===== config.mk =====
export PLATFORM = sky130hd
export DESIGN_NAME = id_stage_pipe
export DESIGN_NICKNAME = d
export VERILOG_FILES = /design/src/rtl/id_stage_pipe.sv
export SDC_FILE = /design/constraint.sdc
export NUM_CORES = 1
export LEC_CHECK = 0
export ABC_AREA = 1
export CORE_MARGIN = 3
export CORE_UTILIZATION = 49
export DETAILED_ROUTE_END_ITERATION = 10
export HOLD_SLACK_MARGIN = 0.08
export PLACE_DENSITY = 0.95
export SETUP_SLACK_MARGIN = 0.5
export SYNTH_ARGS = -nofsm -noshare
export SYNTH_HDL_FRONTEND = slang
export SYNTH_SLANG_ARGS = --single-unit

===== constraint.sdc =====
create_clock -name clk -period 5.2 [get_ports clk]
set_clock_uncertainty 0.1 [all_clocks]
set_input_delay 0.52 -clock clk [delete_from_list [all_inputs] [get_ports clk]]
set_output_delay 0.52 -clock clk [all_outputs]
set_load 0.03 [all_outputs]

===== src/rtl/id_stage_pipe.sv =====
// Decode stage: turns one 16-bit instruction per cycle into register-file reads and an
// ID/EX pipeline register, with valid/ready on both sides, load-use bubbles and flush.
module id_stage_pipe #(
    parameter int DATA_W = 16,
    parameter int REG_AW = 4,
    parameter int SP_REG = 15,
    parameter int DS_REG = 14,
    parameter int CNT_W  = 16
) (
    input  logic              clk,
    input  logic              rst,
    input  logic              in_valid,
    output logic              in_ready,
    input  logic [15:0]       instr,
    input  logic              flush,
    output logic [REG_AW-1:0] p0_addr,
    output logic [REG_AW-1:0] p1_addr,
    output logic              re0,
    output logic              re1,
    input  logic [DATA_W-1:0] p0,
    input  logic [DATA_W-1:0] p1,
    output logic              out_valid,
    input  logic              out_ready,
    output logic [3:0]        out_op,
    output logic [DATA_W-1:0] alu1,
    output logic [DATA_W-1:0] alu2,
    output logic [DATA_W-1:0] store_data,
    output logic              wr_en,
    output logic [REG_AW-1:0] wr_addr,
    output logic              mem_rd,
    output logic              mem_wr,
    output logic              illegal,
    output logic [CNT_W-1:0]  stall_cnt
);

    localparam logic [3:0] OP_ADD  = 4'h0;
    localparam logic [3:0] OP_SUB  = 4'h1;
    localparam logic [3:0] OP_NAND = 4'h2;
    localparam logic [3:0] OP_XOR  = 4'h3;
    localparam logic [3:0] OP_INC  = 4'h4;
    localparam logic [3:0] OP_SRA  = 4'h5;
    localparam logic [3:0] OP_SRL  = 4'h6;
    localparam logic [3:0] OP_SLL  = 4'h7;
    localparam logic [3:0] OP_LW   = 4'h8;
    localparam logic [3:0] OP_SW   = 4'h9;
    localparam logic [3:0] OP_LHB  = 4'hA;
    localparam logic [3:0] OP_LLB  = 4'hB;
    localparam logic [3:0] OP_B    = 4'hC;
    localparam logic [3:0] OP_CALL = 4'hD;
    localparam logic [3:0] OP_RET  = 4'hE;

    localparam logic [REG_AW-1:0] SP_ADDR = REG_AW'(SP_REG);
    localparam logic [REG_AW-1:0] DS_ADDR = REG_AW'(DS_REG);

    logic [3:0]        op;
    logic [REG_AW-1:0] f_rd, f_rs, f_rt;
    logic [DATA_W-1:0] imm4_sx, imm4_zx, imm8_sx, imm8_zx;

    logic              d_re0, d_re1, d_we, d_mrd, d_mwr, d_ill;
    logic [REG_AW-1:0] d_a0, d_a1, d_wa;
    logic [DATA_W-1:0] d_alu1, d_alu2, d_sd;

    logic hazard, adv, accept, load;

    assign op      = instr[15:12];
    assign f_rd    = REG_AW'(instr[11:8]);
    assign f_rs    = REG_AW'(instr[7:4]);
    assign f_rt    = REG_AW'(instr[3:0]);
    assign imm4_sx = {{(DATA_W-4){instr[3]}}, instr[3:0]};
    assign imm4_zx = {{(DATA_W-4){1'b0}}, instr[3:0]};
    assign imm8_sx = {{(DATA_W-8){instr[7]}}, instr[7:0]};
    assign imm8_zx = {{(DATA_W-8){1'b0}}, instr[7:0]};

    // Unused read ports, operands and controls stay at zero so nothing downstream sees stale data.
    always_comb begin
        d_re0  = 1'b0;
        d_re1  = 1'b0;
        d_a0   = '0;
        d_a1   = '0;
        d_alu1 = '0;
        d_alu2 = '0;
        d_sd   = '0;
        d_we   = 1'b0;
        d_wa   = '0;
        d_mrd  = 1'b0;
        d_mwr  = 1'b0;
        d_ill  = 1'b0;
        case (op)
            OP_ADD, OP_SUB, OP_NAND, OP_XOR: begin
                d_re0  = 1'b1;
                d_a0   = f_rs;
                d_re1  = 1'b1;
                d_a1   = f_rt;
                d_alu1 = p0;
                d_alu2 = p1;
                d_we   = 1'b1;
                d_wa   = f_rd;
            end
            OP_INC, OP_SRA, OP_SRL, OP_SLL: begin
                d_re0  = 1'b1;
                d_a0   = f_rs;
                d_alu1 = p0;
                d_alu2 = (op == OP_INC) ? imm4_sx : imm4_zx;
                d_we   = 1'b1;
                d_wa   = f_rd;
            end
            OP_LW: begin
                d_re1  = 1'b1;
                d_a1   = DS_ADDR;
                d_alu1 = p1;
                d_mrd  = 1'b1;
                d_we   = 1'b1;
                d_wa   = f_rd;
            end
            OP_SW: begin
                d_re0  = 1'b1;
                d_a0   = f_rd;
                d_re1  = 1'b1;
                d_a1   = DS_ADDR;
                d_alu1 = p1;
                d_sd   = p0;
                d_mwr  = 1'b1;
            end
            OP_LHB, OP_LLB: begin
                d_re0  = 1'b1;
                d_a0   = f_rd;
                d_alu1 = p0;
                d_alu2 = imm8_zx;
                d_we   = 1'b1;
                d_wa   = f_rd;
            end
            OP_B: begin
                d_alu2 = imm8_sx;
            end
            OP_CALL, OP_RET: begin
                d_re0  = 1'b1;
                d_a0   = SP_ADDR;
                d_alu1 = p0;
                d_alu2 = (op == OP_CALL) ? '1 : DATA_W'(1);
                d_we   = 1'b1;
                d_wa   = SP_ADDR;
            end
            default: d_ill = 1'b1;
        endcase
    end

    assign p0_addr = d_a0;
    assign p1_addr = d_a1;
    assign re0     = d_re0;
    assign re1     = d_re1;

    assign hazard   = out_valid & mem_rd & in_valid &
                      ((d_re0 & (d_a0 == wr_addr)) | (d_re1 & (d_a1 == wr_addr)));
    assign adv      = !out_valid | out_ready;
    assign in_ready = (adv & !hazard) | flush;
    assign accept   = in_valid & in_ready;
    assign load     = accept & !flush & !d_ill;

    always_ff @(posedge clk or posedge rst) begin
        if (rst) begin
            out_valid  <= 1'b0;
            out_op     <= '0;
            alu1       <= '0;
            alu2       <= '0;
            store_data <= '0;
            wr_en      <= 1'b0;
            wr_addr    <= '0;
            mem_rd     <= 1'b0;
            mem_wr     <= 1'b0;
            illegal    <= 1'b0;
            stall_cnt  <= '0;
        end else begin
            illegal <= accept & !flush & d_ill;
            if (flush || (adv && !load)) begin
                out_valid  <= 1'b0;
                out_op     <= '0;
                alu1       <= '0;
                alu2       <= '0;
                store_data <= '0;
                wr_en      <= 1'b0;
                wr_addr    <= '0;
                mem_rd     <= 1'b0;
                mem_wr     <= 1'b0;
            end else if (load) begin
                out_valid  <= 1'b1;
                out_op     <= op;
                alu1       <= d_alu1;
                alu2       <= d_alu2;
                store_data <= d_sd;
                wr_en      <= d_we;
                wr_addr    <= d_wa;
                mem_rd     <= d_mrd;
                mem_wr     <= d_mwr;
            end
            if (hazard && !flush && (stall_cnt != '1))
                stall_cnt <= stall_cnt + 1'b1;
        end
    end

endmodule


==> reports/qor.txt, run 1 <==
status = completed
initial cell density of the core = 0.515
cell family with most CP delay = buffers and inverters
P_leak = 2.59 nW
Final Cycle Share = 0.804
antenna violation net count after detailed routing = 0
worst skew pair latency = 0.35 ns
initial antenna violation count = 0
wire per inst = 18.4 microns
number of synthesized register bits = 77
Min-Delay Path Class = reg2reg
Num CTS Buffers = 9
Critical Path Start Type = input pin
Worst slew margin = 0.439
RR Startpoint = stall_cnt[0]
max-cap violations = 0
Util after Layout = 0.730
slew of the pin with the lowest slew margin = 0.840 ns
Final Non-Filler Cells = 759
drt first pass iters = 7
Final min period = 4.18 ns
adder-cell area share of the yosys netlist = 0.00308
ys async rst share = 1.00
Buffers on Ports = 140
CP cell instances = clkdlybuf4s50_1 -> inv_2 -> nor2_4 -> nand2_2 -> inv_2 -> nor2_1 -> inv_2 -> o21ai_0 -> a21oi_1 -> nand2_1 -> nand2_1 -> nand2_2 -> nand2_1 -> nand2_1 -> clkdlybuf4s50_1
RSZ-0062 raised after global routing = false
min-delay src = stall_cnt[3]
crit end category = output pin
H-tree Lvls = 3
hold_buf cts = 0
fmax = 239 MHz
Ports = 141
Max VDD drop = 0.203 mV
clk root buf = clkbuf_8
total track usage = 0.295
most frequent cells in the layout = 140 x clkdlybuf4s50_1, 120 x nand2_1, 77 x dfrtp_1
post-synthesis sequential area ratio = 0.474
# rows = 32
Post-Route WL = 14,000 microns
core area = 7890 sq um
vias in the first global route = 4,188
GPL Wtd Cong = 0.955
GRT Residual Overflow = 0
compound-cell area share of the yosys netlist = 0.120
combinational family with the most area after synthesis = simple AND/OR/NAND/NOR gates
setup bufs post-CTS = 0
CP peak stage delay = 0.62 ns
Area Growth Syn to Fin = 41.8%
Final Power = 0.00144 W
Syn Nets = 575
Ys Warns = 0
Ant. Diodes = 0
critical path start-end classification = in2out
Vias/cell = 5.63
Die Y-Extent = 97.1 microns
Crit path buffers/inverters = 5
XOR/XNOR Fraction of Synth Area = 0.0259
Crit path arrival time = 3.56 ns
routed vias = 4,276
area of the mapped netlist = 4060 sq um
# placed instances = 744
most used cell, CP = nand2_1
clk buf depth = 2
Post-Synth Simple-Gate Area = 0.276
Cell Pwr Density = 250 nW/um^2
DRC violations left = 0
Hold Vio Cnt, Final = 0
Final HPWL DP = 10,600 microns
Die W = 97.1 microns
pin count of the biggest net entering global routing = 41
CP startpoint = instr[15]
clock-pin slew on the worst setup and hold paths = 0.08 ns
Setup violations, final = 0
Final Max Tran Viols = 0
share of cells above drive strength 1 = 0.0609
Hold WS = 0.440 ns
post-synthesis mux area share = 0
CP max FO = 30
critical path data required time = 4.58 ns
Synth cell types = 35
Iter 0 DRT Violations = 318
Post-synth top flop = dfrtp_1
Critical-path top delay cell = clkdlybuf4s50_1
first-pass GRT wire length = 22,100 microns
Die ar. = 9420 sq um
Post-synth EDFFs = 0
Syn Inst Count = 521
fin nets = 707
most common cell after layout, fill and taps aside = clkdlybuf4s50_1
TNS Setup = 0 ns
CTS tree = yes
CTS sink count = 77
post-CTS resize count = 0
syn_area_per_cell = 7.80 sq um
==> synthesized netlist by cell type (2+ instances only) <==
cell | count | area (sq um)
buf_1 | 2 | 7.51
o221ai_1 | 3 | 26.3
dfrtp_1 | 77 | 1930
nor2_4 | 2 | 22.5
nor2_2 | 2 | 12.5
nor4_1 | 2 | 12.5
nand2_2 | 2 | 12.5
xnor2_1 | 4 | 35.0
inv_2 | 9 | 33.8
nor2_1 | 20 | 75.1
nand4_1 | 30 | 188
o211ai_1 | 2 | 15.0
a221oi_1 | 4 | 35.0
o22ai_1 | 19 | 119
nand2_1 | 120 | 450
a21oi_1 | 13 | 65.1
xor2_1 | 8 | 70.1
nand3_1 | 49 | 245
buf_2 | 6 | 30.0
o21ai_1 | 7 | 35.0
clkbuf_1 | 14 | 52.6
o21ai_0 | 35 | 175
nor3_1 | 7 | 35.0
inv_1 | 73 | 274
==> report_power, final <==
group	switching [W]	internal, W	total [W]
Combinational	0.000160	0.000103	0.000262
Clock	0.000231	0.000317	0.000548
Sequential	0.0000141	0.000613	0.000627
Total	0.000405	0.00103	0.00144
==> logic make-up after synthesis <==
logic type | after synthesis
adder cells (fa/ha/maj) | 1
AND/OR/NAND/NOR | 240
flip-flops | 77
AO/OA/AOI/OAI | 85
buffers and inverters | 106
XOR/XNOR | 12
==> per-layer routing <==
layer,GRT usage,routed length (microns),part of all wire
met2,0.460,6360,0.46
met4,0.114,455,0.033
met3,0.0897,1530,0.11
met1,0.386,5610,0.40
met5,0,0,0
==> stage by stage <==
step / cell area (sq um) / worst slack (ns)
floorplan: 4060 / 2.52
global placement: 5530 / 1.16
detailed placement: 5530 / 1.10
CTS: 5760 / 1.07
global route: 5760 / 0.775
finish: 5760 / 1.02
==> state kept, by name, indices dropped and copies added, names as in the netlist <==
signal and flops:
mem_rd 1, alu2 16, stall_cnt 16, wr_addr 4, wr_en 1, illegal 1
alu1 16, out_op 4, store_data 16, mem_wr 1, out_valid 1
==> area by class of cell <==
| cell class | instances | area [sq um] |
|---|---|---|
| fill | 608 | 2130 |
| inverter | 83 | 312 |
| tap | 102 | 128 |
| clock inverter | 6 | 113 |
| multi-input combinational | 338 | 1730 |
| clock buffer | 9 | 124 |
| timing repair buffer | 144 | 1430 |
| sequential | 77 | 1930 |
==> final timing paths <==
| path | cells after the start | to | slack, ns |
|---|---|---|---|
| worst max-delay path | 15 | in_ready | 1.02 |
| worst min-delay path | 2 | stall_cnt[3] | 0.44 |
| worst max register to register | 9 | stall_cnt[4] | 2.62 |
| worst min register to register | 2 | stall_cnt[3] | 0.44 |
| max in group asynchronous | 3 | wr_en | 3.42 |
| min in group asynchronous | 2 | stall_cnt[11] | 0.54 |
==> worst min-delay path, cell delays in order (launching register included) <==
cell and delay (ns):
dfrtp_1 0.37, o21ai_0 0.09, nand2_1 0.06
(Power assumes the default switching activity.)
==> run 2: changes to the inputs <==
--- a/config.mk
+++ b/config.mk
@@ -7,10 +7,10 @@
 export LEC_CHECK = 0
 export ABC_AREA = 1
 export CORE_MARGIN = 3
-export CORE_UTILIZATION = 49
+export CORE_UTILIZATION = 46
 export DETAILED_ROUTE_END_ITERATION = 10
 export HOLD_SLACK_MARGIN = 0.08
-export PLACE_DENSITY = 0.95
+export PLACE_DENSITY = 0.91
 export SETUP_SLACK_MARGIN = 0.5
 export SYNTH_ARGS = -nofsm -noshare
 export SYNTH_HDL_FRONTEND = slang
==> constraint.sdc (replaced) <==
create_clock -name clk -period 4.15 [get_ports clk]
set_clock_uncertainty 0.1 [all_clocks]
set_input_delay 0.415 -clock clk [delete_from_list [all_inputs] [get_ports clk]]
set_output_delay 0.415 -clock clk [all_outputs]
set_load 0.03 [all_outputs]
==> run 2 against run 1 <==
  * Non-clock buffer count grew 5
  * Flip-flop and latch count is the same
  * Via count grew 1.2%
  * Cell area grew 0.11%
  * Register-to-register slack lost 1.0 ns
==> reports/qor.txt, run 2 (same netlist as run 1, synthesis figures left out) <==
status = completed
Ports = 141 (unchanged)
most common cell after layout, fill and taps aside = clkdlybuf4s50_1
Power Internal = 0.00118 W (+14%)
slew of the pin with the lowest slew margin = 0.847 ns (+0.00700 ns)
Hold Vio Cnt, Final = 0 (unchanged)
Final min period = 3.18 ns
Setup violations, final = 0 (unchanged)
Buffers on Ports = 140 (unchanged)
Worst slew margin = 0.434 (-0.00467)
Final Power = 0.00168 W (+17%)
share of cells above drive strength 1 = 0.0679 (+0.00699)
GPL Wtd Cong = 0.955 (about the same)
Critical Path Start Type = input pin
initial cell density of the core = 0.485 (-0.0304)
Worst Reg-to-Reg Cells = 10 (+1)
TNS Setup = 0 ns (unchanged)
# placed instances = 752 (+1.1%)
Final Cycle Share = 0.766
antenna violation net count after detailed routing = 0 (unchanged)
Crit path arrival time = 2.66 ns (-0.90 ns)
RSZ-0062 raised after global routing = false
clk buf depth = 2 (unchanged)
Critical-path top delay cell = clkdlybuf4s50_1
setup bufs post-CTS = 0 (unchanged)
max-cap violations = 0 (unchanged)
initial antenna violation count = 0 (unchanged)
Area after DPL = 5570 sq um (+0.75%)
total track usage = 0.285 (-0.0101)
Max VDD drop = 0.175 mV (-14%)
# rows = 33 (+3.1%)
wire per inst = 18.0 microns (-2.3%)
Num CTS Buffers = 9 (unchanged)
Gate power share = 0.198 (+0.016)
Ant. Diodes = 0 (unchanged)
Vias/cell = 5.63 (about the same)
final instance area = 5770 sq um (+0.11%)
Die Y-Extent = 100 microns (+3.0%)
CP Capture Point = in_ready
most frequent cells in the layout = 139 x clkdlybuf4s50_1, 120 x nand2_1, 77 x dfrtp_1
drt first pass iters = 5 (-2)
vias in the first global route = 4,314 (+3.0%)
Final Max Tran Viols = 0 (unchanged)
clk root buf = clkbuf_8
pin count of the biggest net entering global routing = 42 (+2.4%)
Cell Pwr Density = 292 nW/um^2 (+17%)
H-tree Lvls = 3 (unchanged)
critical path data required time = 3.63 ns (-0.95 ns)
core area = 8380 sq um (+6.3%)
most used cell, CP = nand2_1
GRT Residual Overflow = 0 (unchanged)
Die W = 100 microns (+3.0%)
pre-CTS setup slack = 0.557 ns (-0.539 ns)
crit end category = output pin
Clock Power Share = 0.335 (-0.046)
DRC violations left = 0 (unchanged)
P_leak = 2.60 nW (+0.35%)
routed vias = 4,327 (+1.2%)
CTS sink count = 77 (unchanged)
CP max FO = 25 (-17%)
critical path start-end classification = in2out
Sw Share = 0.300 (+0.0187)
Min-Delay Path Class = reg2reg
fmax = 315 MHz
PnR worst setup slack = 0.972 ns (-0.0462 ns)
r2r setup slk = 1.58 ns (-1.04 ns)
RR Startpoint = stall_cnt[0]
worst skew pair latency = 0.35 ns (about the same)
Psw = 0.000506 W (+25%)
CP peak stage delay = 0.65 ns (+0.03 ns)
Iter 0 DRT Violations = 313 (-1.6%)
Post-Route WL = 13,800 microns (-1.1%)
CTS tree = yes
Final HPWL DP = 10,600 microns (+0.62%)
Flop pwr share = 0.467 (+0.031)
fin nets = 712 (+0.71%)
Final Non-Filler Cells = 768 (+1.2%)
reg2reg end = stall_cnt[4]
CP startpoint = instr[15]
first-pass GRT wire length = 22,200 microns (+0.56%)
Die ar. = 10000 sq um (+6.1%)
CP cell instances = clkdlybuf4s50_1 -> inv_2 -> nor2_4 -> nand2_4 -> o21ai_1 -> o21ai_0 -> a21oi_1 -> nand2_1 -> nand2_1 -> nand2_2 -> nand2_1 -> nand2_1 -> dlymetal6s2s_1
Area Growth Syn to Fin = 41.9%
clock-pin slew on the worst setup and hold paths = 0.08 ns (about the same)
==> run 2: per-stage QoR <==
step | utilization | hold WS, ns
detailed placement | 0.664 | 0.421
CTS | 0.687 | 0.435
global route | 0.688 | 0.461
global placement | 0.664 | 0.412
floorplan | - | 0.378
finish | 0.688 | 0.440
==> run 2: power by group through the flow <==
| stage | Clock (W) | Combinational [W] | Sequential, W |
|---|---|---|---|
| after floorplan | 0 | 0.000136 | 0.000833 |
| after global placement | 0 | 0.000326 | 0.000800 |
| after detailed placement | 0 | 0.000329 | 0.000801 |
| after CTS | 0.000568 | 0.000331 | 0.000786 |
| after global routing | 0.000605 | 0.000359 | 0.000789 |
| final | 0.000563 | 0.000333 | 0.000787 |
==> run 2: final cells by class <==
class	count	area [sq um]
well taps	105	131
clock inverters	6	61.3
fillers	682	2610
inverters	83	312
clock buffers	10	128
flip-flops and latches	77	1930
repair buffers	149	1470
multi-input cells	338	1740
==> run 2: worst max-delay path, delay by kind of cell <==
family | cells | cell delay [ns]
and+or+nand+nor | 7 | 0.76
buffers and inverters | 3 | 1.03
AOI/OAI and AO/OA | 3 | 0.46
==> run 2: worst min-delay path by stage <==
stage	from	to	slack, ns	depth (start not counted)
2_1_floorplan	flush	out_valid	0.38	1
3_3_place_gp	stall_cnt[0]	stall_cnt[0]	0.41	1
3_5_place_dp	stall_cnt[7]	stall_cnt[7]	0.42	1
4_1_cts	stall_cnt[7]	stall_cnt[7]	0.43	1
5_1_grt	store_data[3]	store_data[3]	0.46	2
6_report	stall_cnt[0]	stall_cnt[0]	0.44	1
==> run 2: metal layers <==
layer / wire [microns] / up-vias / global-route usage / part of all wire
met1: 5440 / 2045 / 0.377 / 0.39
met4: 333 / 0 / 0.0943 / 0.024
met3: 1550 / 25 / 0.0792 / 0.11
met2: 6480 / 256 / 0.455 / 0.47
li1: - / 2001 / - / -
met5: 0 / - / 0 / 0
==> run 2: what timing repair did <==
action                                  CTS  global route
hold endpoints to repair                  0             0
gates resized for setup                   0             3
hold buffers                              0             0
endpoints found under the setup margin    0             1
